File: src/rtl/reaction_pkg.sv
// Shared types and constants for the reaction-time round sequencer.
package reaction_pkg;

  localparam int unsigned MS_W      = 14;
  localparam int unsigned LFSR_W    = 8;
  localparam logic [7:0]  LFSR_SEED = 8'hA5;

  typedef enum logic [2:0] {
    IDLE  = 3'd0,
    DELAY = 3'd1,
    GO    = 3'd2,
    DONE  = 3'd3,
    FOUL  = 3'd4
  } state_e;

  // One step of the 8-bit Fibonacci LFSR (shift left, taps 7,5,4,3).
  function automatic logic [7:0] lfsr_step(input logic [7:0] v);
    return {v[6:0], v[7] ^ v[5] ^ v[4] ^ v[3]};
  endfunction

endpackage

File: src/rtl/ms_tick.sv
// Millisecond prescaler: one-cycle tick every TICK_DIV enabled clocks.
module ms_tick #(
  parameter int unsigned TICK_DIV = 50000
) (
  input  logic clk,
  input  logic rst,
  input  logic enable,
  input  logic clear,
  output logic tick
);

  localparam int unsigned CNT_W = (TICK_DIV > 1) ? $clog2(TICK_DIV) : 1;
  localparam logic [CNT_W-1:0] CNT_MAX = CNT_W'(TICK_DIV - 1);

  logic [CNT_W-1:0] cnt_q;
  logic [CNT_W-1:0] cnt_d;

  // Next count: restart on clear, wrap at CNT_MAX, hold while disabled.
  always_comb begin
    cnt_d = cnt_q;
    if (clear) begin
      cnt_d = '0;
    end else if (enable) begin
      cnt_d = (cnt_q == CNT_MAX) ? '0 : cnt_q + CNT_W'(1);
    end
  end

  // Count register.
  always_ff @(posedge clk) begin
    if (rst) begin
      cnt_q <= '0;
    end else begin
      cnt_q <= cnt_d;
    end
  end

  assign tick = enable && (cnt_q == CNT_MAX);

endmodule

File: src/rtl/reaction_ctrl.sv
// Reaction-time game round sequencer: random hold-off, GO light, ms timing,
// foul and timeout handling, latched result for the display path.
module reaction_ctrl
  import reaction_pkg::*;
#(
  parameter int unsigned TICK_DIV     = 50000,
  parameter int unsigned DELAY_MIN_MS = 1000,
  parameter int unsigned RAND_BITS    = 8,
  parameter int unsigned MAX_MS       = 9999
) (
  input  logic            clk,
  input  logic            rst,
  input  logic            enable,
  input  logic            start,
  output logic            go_led,
  output logic            busy,
  output logic [MS_W-1:0] result_ms,
  output logic            result_valid,
  output logic            timeout,
  output logic            foul
);

  // Configuration sanity checks at elaboration.
  if (RAND_BITS > LFSR_W) begin : g_bad_rand_bits
    $error("reaction_ctrl: RAND_BITS must not exceed the LFSR width");
  end
  if (DELAY_MIN_MS + ((2 ** RAND_BITS) - 1) * 4 >= (2 ** MS_W)) begin : g_bad_delay
    $error("reaction_ctrl: maximum hold-off does not fit the ms counter");
  end
  if (MAX_MS < 1 || MAX_MS >= (2 ** MS_W)) begin : g_bad_max
    $error("reaction_ctrl: MAX_MS out of range for the ms counter");
  end
  if (DELAY_MIN_MS < 1) begin : g_bad_min
    $error("reaction_ctrl: DELAY_MIN_MS must be at least 1");
  end

  localparam logic [LFSR_W-1:0] RAND_MASK = LFSR_W'((9'(1) << RAND_BITS) - 9'(1));
  localparam logic [MS_W-1:0]   MAX_V     = MS_W'(MAX_MS);
  localparam logic [MS_W-1:0]   MAX_M1    = MS_W'(MAX_MS - 1);
  localparam logic [MS_W-1:0]   MIN_V     = MS_W'(DELAY_MIN_MS);

  state_e            state_q, state_d;
  logic [MS_W-1:0]   ms_q, ms_d;
  logic [MS_W-1:0]   result_q, result_d;
  logic [LFSR_W-1:0] lfsr_q, lfsr_d;
  logic              timeout_q, timeout_d;
  logic              go_led_q, go_led_d;
  logic              busy_q, busy_d;
  logic              valid_q, valid_d;
  logic              foul_q, foul_d;
  logic              clear_c;
  logic              start_ev;
  logic              tick;
  logic [MS_W-1:0]   load_ms;

  // A start pulse only counts while enabled; it is not queued.
  assign start_ev = start && enable;
  assign load_ms  = MIN_V + (MS_W'(lfsr_q & RAND_MASK) << 2);

  ms_tick #(
    .TICK_DIV (TICK_DIV)
  ) u_ms_tick (
    .clk    (clk),
    .rst    (rst),
    .enable (enable),
    .clear  (clear_c),
    .tick   (tick)
  );

  // Round sequencing, counter update and next output values.
  always_comb begin
    state_d   = state_q;
    ms_d      = ms_q;
    result_d  = result_q;
    timeout_d = timeout_q;
    clear_c   = 1'b0;
    lfsr_d    = lfsr_step(lfsr_q);

    case (state_q)
      IDLE, DONE: begin
        if (start_ev) begin
          state_d   = DELAY;
          ms_d      = load_ms;
          timeout_d = 1'b0;
          clear_c   = 1'b1;
        end
      end
      DELAY: begin
        if (start_ev) begin
          state_d = FOUL;
        end else if (tick) begin
          if (ms_q == MS_W'(1)) begin
            state_d = GO;
            ms_d    = '0;
            clear_c = 1'b1;
          end else begin
            ms_d = ms_q - MS_W'(1);
          end
        end
      end
      GO: begin
        if (start_ev) begin
          state_d   = DONE;
          result_d  = ms_q;
          timeout_d = 1'b0;
        end else if (tick) begin
          if (ms_q == MAX_M1) begin
            state_d   = DONE;
            ms_d      = MAX_V;
            result_d  = MAX_V;
            timeout_d = 1'b1;
          end else begin
            ms_d = ms_q + MS_W'(1);
          end
        end
      end
      FOUL: begin
        if (start_ev) begin
          state_d = IDLE;
        end
      end
      default: begin
        state_d = IDLE;
      end
    endcase

    go_led_d = (state_d == GO);
    busy_d   = (state_d == DELAY) || (state_d == GO);
    valid_d  = (state_d == DONE);
    foul_d   = (state_d == FOUL);
  end

  // State, counters, LFSR and output registers.
  always_ff @(posedge clk) begin
    if (rst) begin
      state_q   <= IDLE;
      ms_q      <= '0;
      result_q  <= '0;
      lfsr_q    <= LFSR_SEED;
      timeout_q <= 1'b0;
      go_led_q  <= 1'b0;
      busy_q    <= 1'b0;
      valid_q   <= 1'b0;
      foul_q    <= 1'b0;
    end else begin
      lfsr_q <= lfsr_d;
      if (enable) begin
        state_q   <= state_d;
        ms_q      <= ms_d;
        result_q  <= result_d;
        timeout_q <= timeout_d;
        go_led_q  <= go_led_d;
        busy_q    <= busy_d;
        valid_q   <= valid_d;
        foul_q    <= foul_d;
      end
    end
  end

  assign go_led       = go_led_q;
  assign busy         = busy_q;
  assign result_ms    = result_q;
  assign result_valid = valid_q;
  assign timeout      = timeout_q;
  assign foul         = foul_q;

endmodule

File: config.mk
export PLATFORM = sky130hd
export DESIGN_NAME = reaction_ctrl
export DESIGN_NICKNAME = d
export VERILOG_FILES = /design/src/rtl/reaction_pkg.sv /design/src/rtl/ms_tick.sv /design/src/rtl/reaction_ctrl.sv
export SDC_FILE = /design/constraint.sdc
export NUM_CORES = 1
export LEC_CHECK = 0
export BUFFER_PORTS_ARGS = -buffer_cell sky130_fd_sc_hd__buf_2
export CAP_MARGIN = 40
export CORE_ASPECT_RATIO = 0.8
export CORE_MARGIN = 10
export CORE_UTILIZATION = 33
export DETAILED_ROUTE_END_ITERATION = 10
export HOLD_SLACK_MARGIN = 0.1
export REMOVE_ABC_BUFFERS = 1
export SYNTH_ARGS = -nofsm -noshare
export SYNTH_HDL_FRONTEND = slang
export SYNTH_SLANG_ARGS = --single-unit
File: constraint.sdc
create_clock -name clk -period 4.1 [get_ports clk]
set_clock_uncertainty 0.1 [all_clocks]
set_input_delay 0.82 -clock clk [delete_from_list [all_inputs] [get_ports clk]]
set_output_delay 0.82 -clock clk [all_outputs]
set_load 0.05 [all_outputs]
==> run metrics, run 1 <==
result of the run completed; number of cell rows 32; wire length per cell after detailed routing 15.1 um; root buffer cell sky130_fd_sc_hd__clkbuf_16; routed wire length 8670 um; fillers 1,049; Synth Area in Compound Gates 19.2%; max incr delay on CP 570 ps; largest net degree at the start of global routing 45; Critical Path Start Type register; TritonCTS sink count 60; Worst-Skew Late Latency 340 ps; synthesized-area fraction occupied by xor and xnor cells 7.84%; part of the cycle the worst path needs 71.5%; hold buffer count at cts 0; number of flops mapped to enable cells by yosys 0; Fmax achieved 341 MHz; overall via count from detail_route 3,041; Die Width 133 um; count of antenna-violating nets left after detailed routing 0; count of maximum capacitance violations 0; maximum fanout encountered on the critical timing path 18; slowest stage cell on the critical path sky130_fd_sc_hd__or4b_2; wire length of the first global-routing pass 14,700 um; Inserted Diodes 0; sequential cell area fraction in the yosys report 35.9%; P per Cell Area 435 nW/um2; required time of the critical path 4210 ps; worst-case setup slack after placement 942 ps; transition time at the pin with the least slew margin 781 ps; Setup WS post-layout 1170 ps; sum of negative setup slack 0 ps; post-cts resize count 0; via count of the first global-routing pass 2,937; I/O pin count 23; data arrival time at the worst-slack endpoint 3040 ps; worst-case vdd ir drop 0.210 mV; total DRC errors in the routed layout 0; Total Routing Usage GR 12.1%; fraction of registers with async set or reset after synthesis 0%; initial antenna violation count 0; Unique masters post-synth 61; starting density of the core 34.3%; post-CTS setup repair buffer count 0; CTS Buf Count 9; crit path cell chain inv_1 > ha_1 > or4b_2 > or4_1 > nand2_2 > nor3_1 > a221oi_1 > o22ai_1; vias per cell 5.31; number of failing hold endpoints at the final stage 0; Static Leak 1.41 nW; final setup fails 0; count of buffers from port buffering 22; Final Max Tran Viols 0; Detailed Routing Iterations Pass 1 5; clock transition at the registers of the reported paths 50 ps; normalized max-slew margin 47.8%; final worst path period need 2930 ps; final weighted congestion in routability-driven placement 0.831; Critical Setup Path Class register to register; fraction of layout cells with a size suffix above 1 12.6%; Layout Cell Area excl Fill 3840 um2; top_reg_cell synth sky130_fd_sc_hd__dfxtp_1; register bit count reported by yosys 60; Synth-to-Final Area Change 14.7%; number of DRC markers after the initial detailed-route iteration 231; aggregate global routing overflow 0; Max Buffers Root-to-Sink 2; average instance area after synthesis 7.74 um2; Core Box Area 9770 um2; maximum level of the CTS H-tree 3; combinational family with the most area after synthesis simple AND/OR/NAND/NOR gates; Worst setup EP type register; post-synthesis instance total 433; Tightest Hold Check Type register to register; CTS tree yes; post-detailed-placement half-perimeter wirelength 6010 um; area share of fa/ha/maj cells after synthesis 2.24%; post-detailed-placement cell area 3490 um2; area of the mapped netlist 3350 um2; setup repair after global routing missed its margin false; height of the die 110 um; total of warnings raised by yosys 0; Synth Area in Simple Gates 28.7%; number of nets in the final layout 442; proportion of synthesized area in mux cells 0.299%; die area 14,600 um2
-- state kept, by name (all words and copies together), names as in the netlist --
name             flops
u_ms_tick.cnt_q     16
ms_q                14
result_ms           14
lfsr_q               8
state_q              3
busy                 1
foul                 1
go_led               1
result_valid         1
timeout              1
-- stage by stage --
step / cells / hold WS, ps / power [mW] / utilization [%]
after floorplan: 397 / 325 / 0.750 / -
after global placement: 557 / 338 / 0.797 / 35.7
after detailed placement: 557 / 341 / 0.798 / 35.7
after CTS: 573 / 349 / 1.68 / 39.3
after global routing: 573 / 376 / 1.74 / 39.3
final: 573 / 348 / 1.67 / 39.3
-- final timing paths --
check	start	slack (ps)	to	cells after the start
hold / removal	result_ms[6]	350	result_ms[6]	2
setup reg to reg	ms_q[1]	1170	ms_q[10]	8
setup / recovery	ms_q[1]	1170	ms_q[10]	8
hold reg to reg	result_ms[6]	350	result_ms[6]	2
-- power by group --
group / total (mW) / switching (mW) / internal (mW)
combinational: 0.153 / 0.0916 / 0.0617
clock: 0.883 / 0.274 / 0.609
sequential: 0.635 / 0.0333 / 0.602
-- routing by layer --
layer | part of all wire [%] | wire (um) | global-route usage (%)
met4 | 1.2 | 102 | 3.45
met5 | 0 | 0 | 0
met2 | 43 | 3740 | 18.3
met1 | 49 | 4260 | 16.0
met3 | 6.5 | 563 | 4.48
-- cells in the mapped netlist (5+ instances only) --
library cell / n / area (um2)
sky130_fd_sc_hd__dfxtp_1: 60 / 1200
sky130_fd_sc_hd__nor2_1: 56 / 210
sky130_fd_sc_hd__nand2_1: 36 / 135
sky130_fd_sc_hd__a21oi_1: 33 / 165
sky130_fd_sc_hd__nor3_1: 27 / 135
sky130_fd_sc_hd__clkbuf_1: 25 / 93.8
sky130_fd_sc_hd__o21ai_0: 22 / 110
sky130_fd_sc_hd__xnor2_1: 17 / 149
sky130_fd_sc_hd__xor2_1: 13 / 114
sky130_fd_sc_hd__nand3_1: 11 / 55.1
sky130_fd_sc_hd__inv_1: 10 / 37.5
sky130_fd_sc_hd__and3_1: 8 / 50.1
sky130_fd_sc_hd__o22ai_1: 7 / 43.8
sky130_fd_sc_hd__ha_1: 6 / 75.1
sky130_fd_sc_hd__nor4_1: 6 / 37.5
sky130_fd_sc_hd__buf_2: 5 / 25.0
sky130_fd_sc_hd__nand4_1: 5 / 31.3
-- worst max-delay path: cells and delay by family, from the launching register on --
| kind | cells | cell delay [ps] |
|---|---|---|
| AOI/OAI and AO/OA | 2 | 440 |
| adders and majority gates | 1 | 160 |
| and+or+nand+nor | 4 | 1580 |
| DFF | 1 | 370 |
| buffers and inverters | 1 | 160 |
-- area by class of cell --
cell class                 instances  area (um2)  share of cell area [%]
tap                              136         170                    4.43
clock buffer                      10         239                    6.22
sequential                        60        1200                    31.3
multi-input combinational        327        1960                    51.0
timing repair buffer              24         125                    3.26
inverter                          10        37.5                   0.977
clock inverter                     6         111                    2.90
-- cells in the final DEF, fill, tap and decap left out, types with 4 or more instances in the layout --
| master | instances |
|---|---|
| sky130_fd_sc_hd__nor2b_1 | 4 |
| sky130_fd_sc_hd__nor4_1 | 6 |
| sky130_fd_sc_hd__xnor2_1 | 17 |
| sky130_fd_sc_hd__o211ai_1 | 4 |
| sky130_fd_sc_hd__buf_2 | 22 |
| sky130_fd_sc_hd__a21oi_1 | 33 |
| sky130_fd_sc_hd__o21ai_0 | 22 |
| sky130_fd_sc_hd__nor2_1 | 56 |
| sky130_fd_sc_hd__o21a_1 | 4 |
| sky130_fd_sc_hd__ha_1 | 6 |
| sky130_fd_sc_hd__or2_2 | 4 |
| sky130_fd_sc_hd__o31ai_1 | 4 |
| sky130_fd_sc_hd__and3_1 | 8 |
| sky130_fd_sc_hd__inv_1 | 10 |
| sky130_fd_sc_hd__xor2_1 | 13 |
| sky130_fd_sc_hd__clkbuf_16 | 9 |
| sky130_fd_sc_hd__nor3_1 | 26 |
| sky130_fd_sc_hd__dfxtp_1 | 60 |
| sky130_fd_sc_hd__nand2_1 | 36 |
| sky130_fd_sc_hd__a31oi_1 | 4 |
| sky130_fd_sc_hd__nand3_1 | 11 |
| sky130_fd_sc_hd__nand4_1 | 5 |
| sky130_fd_sc_hd__o22ai_1 | 7 |
-- logic make-up after synthesis --
logic type      Yosys count
simple gates            188
buf+inv                  46
flops                    60
fa+ha+maj                 6
compound gates          102
xor+xnor                 30
mux                       1
No activity file was read; power rests on OpenSTA's default activity.
==> run 2, diff against run 1 <==
Settings changed: ABC_AREA from default to 1.
Clock period 4.1 ns to 2.45 ns, I/O delays scaled along.
==> run metrics, run 2 <==
area of the mapped netlist 3620 um2 (+8.2%); met2 routed WL 3740 um (-0.24%); flip-flop count of the largest register after layout 16 (unchanged); overall via count from detail_route 3,420 (+12%); routed wire length 9490 um (+9.4%); max incr delay on CP 550 ps (-20 ps); Die Width 137 um (+3.4%); area share of fa/ha/maj cells after synthesis 2.07% (-0.17 points); via count of the first global-routing pass 3,206 (+9.2%); setup repair after global routing missed its margin false; top_reg_cell synth sky130_fd_sc_hd__dfxtp_1; wire length of the first global-routing pass 16,000 um (+8.8%); Inserted Diodes 0 (unchanged); post-cts resize count 0 (unchanged); Worst-Skew Late Latency 330 ps (about the same); final worst path period need 2140 ps (-787 ps); normalized max-slew margin 46.3% (-1.5 points); CTS Buf Count 9 (unchanged); Final Max Tran Viols 0 (unchanged); Synth top cells by count sky130_fd_sc_hd__nand2_1 (76), sky130_fd_sc_hd__nor2_1 (69), sky130_fd_sc_hd__dfxtp_1 (60), sky130_fd_sc_hd__inv_1 (60), sky130_fd_sc_hd__nand3_1 (38); P per Cell Area 684 nW/um2 (+57%); required time of the critical path 2620 ps (-1590 ps); Core Box Area 10,800 um2 (+11%); post-detailed-placement half-perimeter wirelength 7010 um (+17%); number of flops mapped to enable cells by yosys 0 (unchanged); Tightest Hold Check Type register to register; number of failing hold endpoints at the final stage 0 (unchanged); data arrival time at the worst-slack endpoint 2320 ps (-720 ps); height of the die 114 um (+3.3%); fraction of layout cells with a size suffix above 1 15.9% (+3.3 points); Worst setup EP type register; critical register-to-register path startpoint ms_q[8]; maximum fanout encountered on the critical timing path 16 (-2); Metal-1 WL 5040 um (+18%); Synth Area in Compound Gates 17.3% (-1.9 points); most frequent cell after synthesis sky130_fd_sc_hd__nand2_1; worst-case vdd ir drop 0.394 mV (+88%); synthesized-area fraction occupied by xor and xnor cells 5.08% (-2.8 points); family of cells with the greatest summed delay on the critical path simple AND/OR/NAND/NOR gates; clock transition at the registers of the reported paths 50 ps (about the same); count of buffers from port buffering 22 (unchanged); initial antenna violation count 0 (unchanged); critical register-to-register path endpoint u_ms_tick.cnt_q[13]; register bit count reported by yosys 60 (unchanged); total of warnings raised by yosys 0 (unchanged); library cell occupying the most area in the post-synthesis netlist sky130_fd_sc_hd__dfxtp_1; number of nets in the final layout 547 (+24%); Static Leak 1.72 nW (+22%); transition time at the pin with the least slew margin 803 ps (+21.3 ps); vias per cell 4.99 (-6.1%); Max Buffers Root-to-Sink 2 (unchanged); Fmax achieved 467 MHz (+37%); slowest stage cell on the critical path sky130_fd_sc_hd__dfxtp_1; Total Routing Usage GR 12.6% (+0.50 points); final cell count without fillers 686 (+20%); count of antenna-violating nets left after detailed routing 0 (unchanged); largest net degree at the start of global routing 29 (-36%); hold buffer count at cts 0 (unchanged); largest register by flop count u_ms_tick.cnt_q; number of cell rows 34 (+6.3%); post-synthesis instance total 519 (+20%); post-synth top area share 33.1% (-2.7 points); most frequent standard cell in the layout excluding fill and tap cells sky130_fd_sc_hd__nand2_1; TritonCTS sink count 60 (unchanged); critical path startpoint ms_q[8]; fraction of registers with async set or reset after synthesis 0% (unchanged); final setup fails 0 (unchanged); crit path cell chain inv_1 > nand3_1 > nor2_1 > nand2_1 > inv_1 > nand3_1 > o211ai_2 > a21oi_1 > and2_1; worst reg2reg setup slack 310 ps (-860 ps); die area 15,600 um2 (+6.8%); total DRC errors in the routed layout 0 (unchanged); proportion of synthesized area in mux cells 0% (-0.30 points); CTS tree yes; hold_sp lfsr_q[0]; root buffer cell sky130_fd_sc_hd__clkbuf_16; part of the cycle the worst path needs 87.5% (+16 points); final weighted congestion in routability-driven placement 0.948 (+14%); average instance area after synthesis 6.98 um2 (-9.7%); number of DRC markers after the initial detailed-route iteration 301 (+30%); Synth Area in Simple Gates 31.3% (+2.6 points); starting density of the core 33.5% (-0.75 points); maximum level of the CTS H-tree 3 (unchanged); sum of negative setup slack 0 ps (unchanged); count of cell instances traversed by the critical path 9 (+1); count of maximum capacitance violations 0 (unchanged); most frequent cells in the layout sky130_fd_sc_hd__nand2_1 (76), sky130_fd_sc_hd__nor2_1 (69), sky130_fd_sc_hd__inv_1 (60), sky130_fd_sc_hd__dfxtp_1 (60), sky130_fd_sc_hd__nand3_1 (38); Synth-to-Final Area Change 13.1%; routed length on met3 612 um (+8.7%); highest metal used met4; post-CTS setup repair buffer count 0 (unchanged); I/O pin count 23 (unchanged); combinational family with the most area after synthesis simple AND/OR/NAND/NOR gates; capture point of the critical path u_ms_tick.cnt_q[13]; fillers 1,156 (+10%); wire length per cell after detailed routing 13.8 um (-8.6%); placed cells 670 (+20%); Critical Setup Path Class register to register; depth of the most critical reg-to-reg path 9 (+1); sequential cell area fraction in the yosys report 33.1% (-2.7 points); Detailed Routing Iterations Pass 1 4 (-1); largest cells by area after synthesis sky130_fd_sc_hd__dfxtp_1 (33%), sky130_fd_sc_hd__nand2_1 (7.9%), sky130_fd_sc_hd__nor2_1 (7.1%); Critical Path Start Type register; Unique masters post-synth 42 (-31%); result of the run completed; number of buffer and inverter stages on the critical path 2 (+1); aggregate global routing overflow 0 (unchanged)
[run 2: changes by cell type after synthesis, moves of 6 or more]
| cell | before | now |
|---|---|---|
| sky130_fd_sc_hd__nor3_1 | 27 | 12 |
| sky130_fd_sc_hd__nor2_4 | 0 | 6 |
| sky130_fd_sc_hd__xnor2_1 | 17 | 4 |
| sky130_fd_sc_hd__clkbuf_1 | 25 | 7 |
| sky130_fd_sc_hd__nor2_1 | 56 | 69 |
| sky130_fd_sc_hd__nor2_2 | 0 | 8 |
| sky130_fd_sc_hd__nand2_2 | 1 | 8 |
| sky130_fd_sc_hd__nand2_1 | 36 | 76 |
| sky130_fd_sc_hd__and3_1 | 8 | 0 |
| sky130_fd_sc_hd__inv_1 | 10 | 60 |
| sky130_fd_sc_hd__nand3_1 | 11 | 38 |
| sky130_fd_sc_hd__o211ai_1 | 4 | 14 |
| sky130_fd_sc_hd__o21ai_1 | 0 | 11 |
[run 2: logic make-up (layout without fill, tap and decap cells)]
| kind of cell | count (synthesis) | after routing |
|---|---|---|
| AOI/OAI and AO/OA | 103 | 103 |
| adders and majority gates | 6 | 6 |
| and+or+nand+nor | 241 | 241 |
| DFF | 60 | 60 |
| buffers and inverters | 88 | 111 |
| xor gates and xnor gates | 21 | 21 |
[run 2: per-stage QoR]
step           setup slack [ps]  cell area (um2)  util, %  hold WS (ps)  power [mW]
5_1_grt                    67.2             4100     37.9           355        2.95
6_report                    307             4100     37.9           325        2.81
2_1_floorplan               636             3480        -           303        1.47
4_1_cts                     338             4100     37.9           332        2.83
3_3_place_gp                336             3810     35.3           315        1.60
3_5_place_dp                287             3810     35.3           324        1.60
[run 2: routing by layer]
layer  GRT usage [%]  vias to the layer above
met5               0                        -
met4            3.16                        0
li1                -                     1750
met1            18.4                     1566
met2            17.5                       96
met3            3.91                        8
[run 2: worst min path at each step]
stage          slack (ps)   endpoint  depth (start not counted)
2_1_floorplan         300  lfsr_q[1]                          2
3_3_place_gp          320  lfsr_q[1]                          2
3_5_place_dp          320  lfsr_q[1]                          2
5_1_grt               360  lfsr_q[1]                          2
4_1_cts               330  lfsr_q[1]                          2
6_report              330  lfsr_q[1]                          2
[run 2: layout make-up]
| type | count | area [um2] | share of cell area, % |
|---|---|---|---|
| Multi-Input combinational cell | 371 | 2020 | 49.3 |
| Sequential cell | 60 | 1200 | 29.3 |
| Inverter | 67 | 256 | 6.26 |
| Clock buffer | 10 | 229 | 5.59 |
| Tap cell | 144 | 180 | 4.40 |
| Timing Repair Buffer | 28 | 155 | 3.79 |
| Clock inverter | 6 | 55.1 | 1.34 |
[run 2: worst reg2reg max path, delay by kind of cell, from the launching register on]
kind            cells  cell delay (ps)
simple gates        5              610
compound gates      2              560
flops               1              550
buf+inv             2              280
[run 2: where the power goes]
part | internal (mW) | total, mW | switching, mW
sequential | 1.03 | 1.10 | 0.0707
clock | 0.776 | 1.21 | 0.434
combinational | 0.159 | 0.497 | 0.337
total | 1.96 | 2.81 | 0.843
